[config.mk]
export PLATFORM = sky130hd
export DESIGN_NAME = bcd_count_sequencer
export DESIGN_NICKNAME = d
export VERILOG_FILES = /design/src/rtl/bcd_count_sequencer.sv
export SDC_FILE = /design/constraint.sdc
export NUM_CORES = 1
export LEC_CHECK = 0
export CAP_MARGIN = 20
export CORE_MARGIN = 2
export CORE_UTILIZATION = 56
export CTS_BUF_LIST = sky130_fd_sc_hd__clkbuf_8 sky130_fd_sc_hd__clkbuf_16
export DETAILED_ROUTE_END_ITERATION = 8
export MAX_ROUTING_LAYER = met4
export PLACE_DENSITY = 0.82
export RECOVER_POWER = 25
export SYNTH_ARGS = -nofsm -noshare
export SYNTH_HDL_FRONTEND = slang
export SYNTH_SLANG_ARGS = --single-unit
[constraint.sdc]
create_clock -name clk -period 5.9 [get_ports clk]
set_clock_uncertainty 0.1 [all_clocks]
set_input_delay 1.18 -clock clk [delete_from_list [all_inputs] [get_ports clk]]
set_output_delay 1.18 -clock clk [all_outputs]
set_load 0.01 [all_outputs]
[src/rtl/bcd_count_sequencer.sv]
// Preset timer/stopwatch controller: owns a cascaded BCD up/down counter,
// sequences load/start/stop/resume through a prescaler and flags terminal count.
module bcd_count_sequencer #(
  parameter int unsigned DIGITS   = 2,
  parameter int unsigned PRESCALE = 4
) (
  input  logic                  clk,
  input  logic                  reset,
  input  logic                  clear,
  input  logic                  load,
  input  logic [4*DIGITS-1:0]   preset,
  input  logic                  up_down,
  input  logic                  start,
  input  logic                  stop,
  output logic [4*DIGITS-1:0]   digits_out,
  output logic [1:0]            state_out,
  output logic                  running,
  output logic                  done,
  output logic                  err
);

  localparam int unsigned DW = 4 * DIGITS;
  localparam int unsigned PW = (PRESCALE > 1) ? $clog2(PRESCALE) : 1;
  localparam logic [PW-1:0] PRE_LAST = PW'(PRESCALE - 1);

  typedef enum logic [1:0] {
    IDLE = 2'd0,
    RUN  = 2'd1,
    HOLD = 2'd2,
    DONE = 2'd3
  } state_t;

  state_t          state_q, state_d;
  logic [DW-1:0]   digits_q, digits_d;
  logic [PW-1:0]   pre_q, pre_d;
  logic            dir_q, dir_d;
  logic            done_q, done_d;
  logic            err_q, err_d;
  logic            running_q, running_d;

  logic [DW-1:0]   stepped_c;
  logic [3:0]      nib_c;
  logic            carry_c;
  logic            preset_ok_c;

  // True when every digit sits at the end value for the given direction.
  function automatic logic is_term(input logic [DW-1:0] v, input logic up);
    logic t;
    t = 1'b1;
    for (int i = 0; i < DIGITS; i++) begin
      if (v[4*i +: 4] != (up ? 4'd9 : 4'd0)) t = 1'b0;
    end
    return t;
  endfunction

  // One BCD step with ripple carry (up) or borrow (down).
  always_comb begin
    stepped_c = digits_q;
    carry_c   = 1'b1;
    nib_c     = 4'd0;
    for (int i = 0; i < DIGITS; i++) begin
      nib_c = digits_q[4*i +: 4];
      if (carry_c) begin
        if (dir_q) begin
          if (nib_c == 4'd9) begin
            nib_c   = 4'd0;
            carry_c = 1'b1;
          end else begin
            nib_c   = nib_c + 4'd1;
            carry_c = 1'b0;
          end
        end else begin
          if (nib_c == 4'd0) begin
            nib_c   = 4'd9;
            carry_c = 1'b1;
          end else begin
            nib_c   = nib_c - 4'd1;
            carry_c = 1'b0;
          end
        end
      end
      stepped_c[4*i +: 4] = nib_c;
    end
  end

  always_comb begin
    preset_ok_c = 1'b1;
    for (int i = 0; i < DIGITS; i++) begin
      if (preset[4*i +: 4] > 4'd9) preset_ok_c = 1'b0;
    end
  end

  // Next-state: clear > stop > start > load > tick.
  always_comb begin
    state_d  = state_q;
    digits_d = digits_q;
    pre_d    = pre_q;
    dir_d    = dir_q;
    err_d    = err_q;
    done_d   = 1'b0;

    if (clear) begin
      state_d  = IDLE;
      digits_d = '0;
      pre_d    = '0;
      err_d    = 1'b0;
    end else if (stop) begin
      if (state_q == RUN) state_d = HOLD;
    end else if (start && state_q != RUN) begin
      state_d = RUN;
      if (state_q != HOLD) begin
        pre_d = '0;
        dir_d = up_down;
      end
    end else if (load && state_q != RUN) begin
      if (preset_ok_c) begin
        digits_d = preset;
        err_d    = 1'b0;
        state_d  = IDLE;
      end else begin
        err_d = 1'b1;
      end
    end else if (state_q == RUN) begin
      if (is_term(digits_q, dir_q)) begin
        // Started already at terminal: finish without stepping.
        state_d = DONE;
        done_d  = 1'b1;
      end else if (pre_q == PRE_LAST) begin
        pre_d    = '0;
        digits_d = stepped_c;
        if (is_term(stepped_c, dir_q)) begin
          state_d = DONE;
          done_d  = 1'b1;
        end
      end else begin
        pre_d = pre_q + PW'(1);
      end
    end

    running_d = (state_d == RUN);
  end

  always_ff @(posedge clk or negedge reset) begin
    if (!reset) begin
      state_q   <= IDLE;
      digits_q  <= '0;
      pre_q     <= '0;
      dir_q     <= 1'b1;
      done_q    <= 1'b0;
      err_q     <= 1'b0;
      running_q <= 1'b0;
    end else begin
      state_q   <= state_d;
      digits_q  <= digits_d;
      pre_q     <= pre_d;
      dir_q     <= dir_d;
      done_q    <= done_d;
      err_q     <= err_d;
      running_q <= running_d;
    end
  end

  assign digits_out = digits_q;
  assign state_out  = state_q;
  assign running    = running_q;
  assign done       = done_q;
  assign err        = err_q;

endmodule
======== Yosys cells after proc, flatten, opt, wreduce, memory -nomap -nowiden ========
Cells that the tools add are included.
word-level totals
  bits in registers ....................... 16
  input port bits ......................... 15
  output and inout port bits .............. 13
  logic and storage cells ................. 114
operators by class
  add/sub/neg operators ................... 5
  magnitude comparators ................... 2
  equality and inequality tests ........... 18
  mux-type cells .......................... 68
  bitwise logic cells ..................... 2
  reduce and logical (&&, ||, !) cells .... 12
operators by type and width
  kind                   count
  $mux W8                8
  $mux W2                18
  $mux W1                34
  $mux W4                8
  $ne A4 B4 Y1           4
  $ne A3 B3 Y1 const B   4
  $reduce_bool A3 Y1     3
  $add A4 B1 Y4 const B  2
  $eq A4 B4 Y1 const B   2
  $gt A4 B4 Y1 const B   2
  $logic_not A4 Y1       2
  $sub A4 B1 Y4 const B  2
  $ne A2 B2 Y1 const B   3
  $reduce_and A6 Y1      1
  $reduce_and A5 Y1      1
  $eq A2 B1 Y1 const B   2
  $reduce_and A4 Y1      1
  $ne A3 B2 Y1 const B   1
  $reduce_and A3 Y1      1
  $add A2 B1 Y2 const B  1
  $eq A2 B2 Y1 const B   1
  $logic_and A1 B1 Y1    2
  $ne A2 B1 Y1 const B   1
  $not A1 Y1             2
  $reduce_bool A2 Y1     1

======== Longest topological paths before layout ========
  depth after elaboration ................. 24
  gate-level depth with buffers ........... 7
  mapped depth without buffers ............ 6

======== Least setup slack after synthesis ========
No wires, ideal clock.
  path kind ............................... input to register
  from .................................... input preset[6]
  to ...................................... register digits_q[6], in the netlist digits_out[6]
  setup time .............................. 0.128 ns
  data arrival time ....................... 2.529 ns
  data required time ...................... 5.672 ns
  setup slack ............................. 3.143 ns
  stages on the path ...................... 5
  path buffers ............................ 0
  cell sequence ........................... o21ai_0 a41oi_1 a211oi_2 a21o_1 mux2_1
between the ends
  longest elaborated chain between the ends .. 5
  elaborated cells on any way between the ends .. 9
  those cells by class .................... 1 x order compare; 1 x eq/ne; 6 x mux; 1 x reduce/logical
ends and longest elaborated chain
  element                                                               line  RTL
  start: declaration                                                    11    input logic [4*DIGITS-1:0] preset,
  parallel branches: the longest is 5 deep, another holds $gt A4 B4 Y1  n/a
  end signal: assignment                                                154   digits_q <= digits_d;
  end: declaration                                                      34    logic [DW-1:0] digits_q, digits_d;
Parallel ways; which one is timed is not known. The select of a mux whose other input is x is not followed.
A chain may end at the register's enable or synchronous reset.

======== Final worst setup path ========
  from .................................... input preset[5]
  to ...................................... register digits_q[6], in the netlist digits_out[6]
between the ends
  longest elaborated chain between the ends .. 4
ends and longest elaborated chain
  element                      line  RTL
  $gt A4 B4 Y1                 89    if (preset[4*i +: 4] > 4'd9) preset_ok_c = 1'b0;
  $mux W1                      89
  $ne A3 B3 Y1 (no line)       n/a
  $reduce_and A6 Y1 (no line)  n/a
Every way passes these cells.

==> flow_summary.ini <==
[status]
status = finished clean

[yosys]
synth_top_family_by_area = compound AO/OA/AOI/OAI gates
syn_area_sq_um = 1450
yosysWarnings = 0
syn-instance-count = 182
synth-seq-area-share_pct = 27.6
synthSimpleGateAreaFrac_pct = 24.2
ys_top_cells_by_area = dfrtp_1, nor2_1, a21oi_1
synth_edf_count = 0
synth_fp_nets = 198
yosysTopAreaCellShare_pct = 25.8
synth_seq_cells = 16
synth_common_cells = dfrtp_1, nor2_1, nand2_1, clkbuf_1, inv_1
async_flop_share_pct = 100
synth_fa_ha_area_share_pct = 0.861
synthXorXnorAreaFrac_pct = 1.20
avgSynthCellArea_sq_um = 7.99
yosys.area.top_type = dfrtp_1
synth_ff_type = dfrtp_1
synth_mux_area_share_pct = 3.61
ys_types = 56
synth_compound_area_share_pct = 35.2

[timing]
final_hold_viol_count = 0
max_slew_margin_pct = 49.5
setup_viol = 0
final.setup.tns_ps = 0
rsz0062_at_grt = false
fin_crit_ps = 3190
max_freq_ghz = 0.313
fin_crit_sh_pct = 54.1
tightest_slew_ps = 755
drv_slew = 0

[cts]
htreeDepth = 1
cts_made_buffers = 3
clkSinkCount = 16
hold_buffers = 0
cts-resized-gates = 0
clk_latency_ps = 250
root_buffer = clkbuf_8
path_clk_slew_ps = 60
cts_buffer_depth = 2
post-cts-setup-buffers = 0
cts_tree = done

[drt]
dr.pass1.iters = 4
via_per_inst = 6.67
postRouteAntennaNets = 0
totalWireLength_microns = 3820
remaining_drc_errors = 0
wire_per_inst_microns = 16.8
vias = 1515
drt_iter0_markers = 72

[power]
pwr-share-seq_pct = 38.5
worst_ir_drop_vdd_v = 0.000176
power.internal_mw = 0.244
netSwitchingPower_mw = 0.145
p_total_mw = 0.389
powerDensity_nw_per_um2 = 222
clkPwrFrac_pct = 25.2
power_frac_comb_pct = 36.4
total_leakage_power_nw = 0.677
sw_frac_of_total_pct = 37.3

[worst_setup_path]
critical_path_class = input pin to register
crit_arrival_ps = 3220
critPathRequiredTime_ps = 5930
crit_path_max_fanout = 6
end_kind = register
worstSetupStartpointType = input pin
reg2reg_depth = 5

[final_layout]
nets = 214
fillers = 207
area_growth_pct = 20.5
antenna_cells = 0
multi_input_area_sq_um = 946
regArea_sq_um = 402
drive_gt1_share_pct = 6.60

[die]
dieHeight_microns = 55.0
coreArea_sq_um = 2480
die_x_microns = 55.0
rows = 18
die-area_sq_um = 3020
initial_core_util_pct = 58.7
io_pins = 28

[run]
maxCapViolCount = 0

[worst_hold_path]
min_path_type = register to register
holdPathStages = 1

[global_routing]
first_global_vias = 1344
grt_max_degree = 22
antenna_found_initial = 0
overflow = 0
track_usage_pct = 28.9
grt_pass1_wl_microns = 6110

[place]
port_buffers = 27
globalplace.congestion = 0.834
dp_hpwl_microns = 2850
## area by class of cell
class / instances / share of cell area, %
Multi-Input combinational cell: 139 / 54.0
Sequential cell: 16 / 22.9
Timing Repair Buffer: 27 / 15.4
Clock buffer: 4 / 3.14
Inverter: 11 / 2.36
Tap cell: 30 / 2.14
## registers in the layout, summed over array words and instances, names as in the netlist
register    count
state_out       2
pre_q           2
done            1
digits_out      8
dir_q           1
running         1
err             1
## cells in the final DEF (no fill, tap or decap), types with 2 or more instances in the layout
master,synthesis,layout
a22o_1,3,3
a32o_1,2,2
a2111oi_0,2,2
dfrtp_1,15,15
a21oi_1,10,10
nand3_1,7,7
and2_1,3,3
nand4_1,4,4
or2_1,3,3
nor4_1,3,3
o211ai_1,2,2
inv_1,11,11
clkdlybuf4s50_1,0,26
a21o_1,3,3
o21ai_0,5,5
o22ai_1,3,3
clkbuf_8,0,4
nor2_1,15,15
mux2i_1,3,3
o31ai_1,2,2
nor2b_1,3,3
or3_1,2,2
o21ai_1,2,2
a211oi_2,2,2
a311oi_1,5,5
o31a_1,2,2
nand2_1,13,13
nor3_1,5,5
a221oi_1,2,2
a31oi_1,4,4
nand2b_1,2,2
a311o_1,2,2
a211o_1,2,2
nand4b_1,3,3
## power by group through the flow
stage / registers [mW] / clock network (mW) / logic [mW]
floorplan: 0.131 / 0 / 0.113
global placement: 0.150 / 0 / 0.137
detailed placement: 0.151 / 0 / 0.140
CTS: 0.149 / 0.0986 / 0.141
global route: 0.153 / 0.103 / 0.156
finish: 0.150 / 0.0979 / 0.142
## metrics by stage
stage	worst slack [ps]	cell area [sq um]	hold slack (ps)	instances	util, %
after floorplan	3140	1450	370	182	-
after global placement	2480	1700	391	223	68.5
after detailed placement	2440	1700	412	223	68.5
after CTS	2700	1750	426	227	70.7
after global routing	2530	1750	447	227	70.7
final	2710	1750	426	227	70.7
## worst max-delay path, stage by stage
cell             delay, ps
clkdlybuf4s50_1        450
o21ai_0                340
a41oi_1                210
a211oi_2               410
a21o_1                 290
mux2_1                 340
## logic make-up (layout without fill, tap and decap cells)
group                      Yosys count  in the layout
buffers and inverters               27             42
xor gates and xnor gates             2              2
DFF                                 16             16
and+or+nand+nor                     67             67
muxes                                5              5
AOI/OAI and AO/OA                   64             64
adders and majority gates            1              1
## path summary, 6_finish.rpt
check                           startpoint             to  slack (ps)
worst max-delay path             preset[5]  digits_out[6]        2710
min in group asynchronous            reset        running        1340
max in group asynchronous            reset       pre_q[0]        3890
worst max register to register       dir_q  digits_out[6]        3520
worst min register to register    pre_q[0]       pre_q[0]         430
worst min-delay path              pre_q[0]       pre_q[0]         430
## metal layers
layer | up-vias | global-route usage [%] | wire length (microns) | share of wire (%)
li1 | 728 | - | - | -
met1 | 722 | 37.2 | 1660 | 43
met2 | 57 | 49.0 | 1900 | 50
met3 | 8 | 2.42 | 185 | 4.8
met4 | 0 | 8.13 | 72 | 1.9
met5 | - | - | 0 | 0
Note: power is estimated with default switching activity, not from simulation.
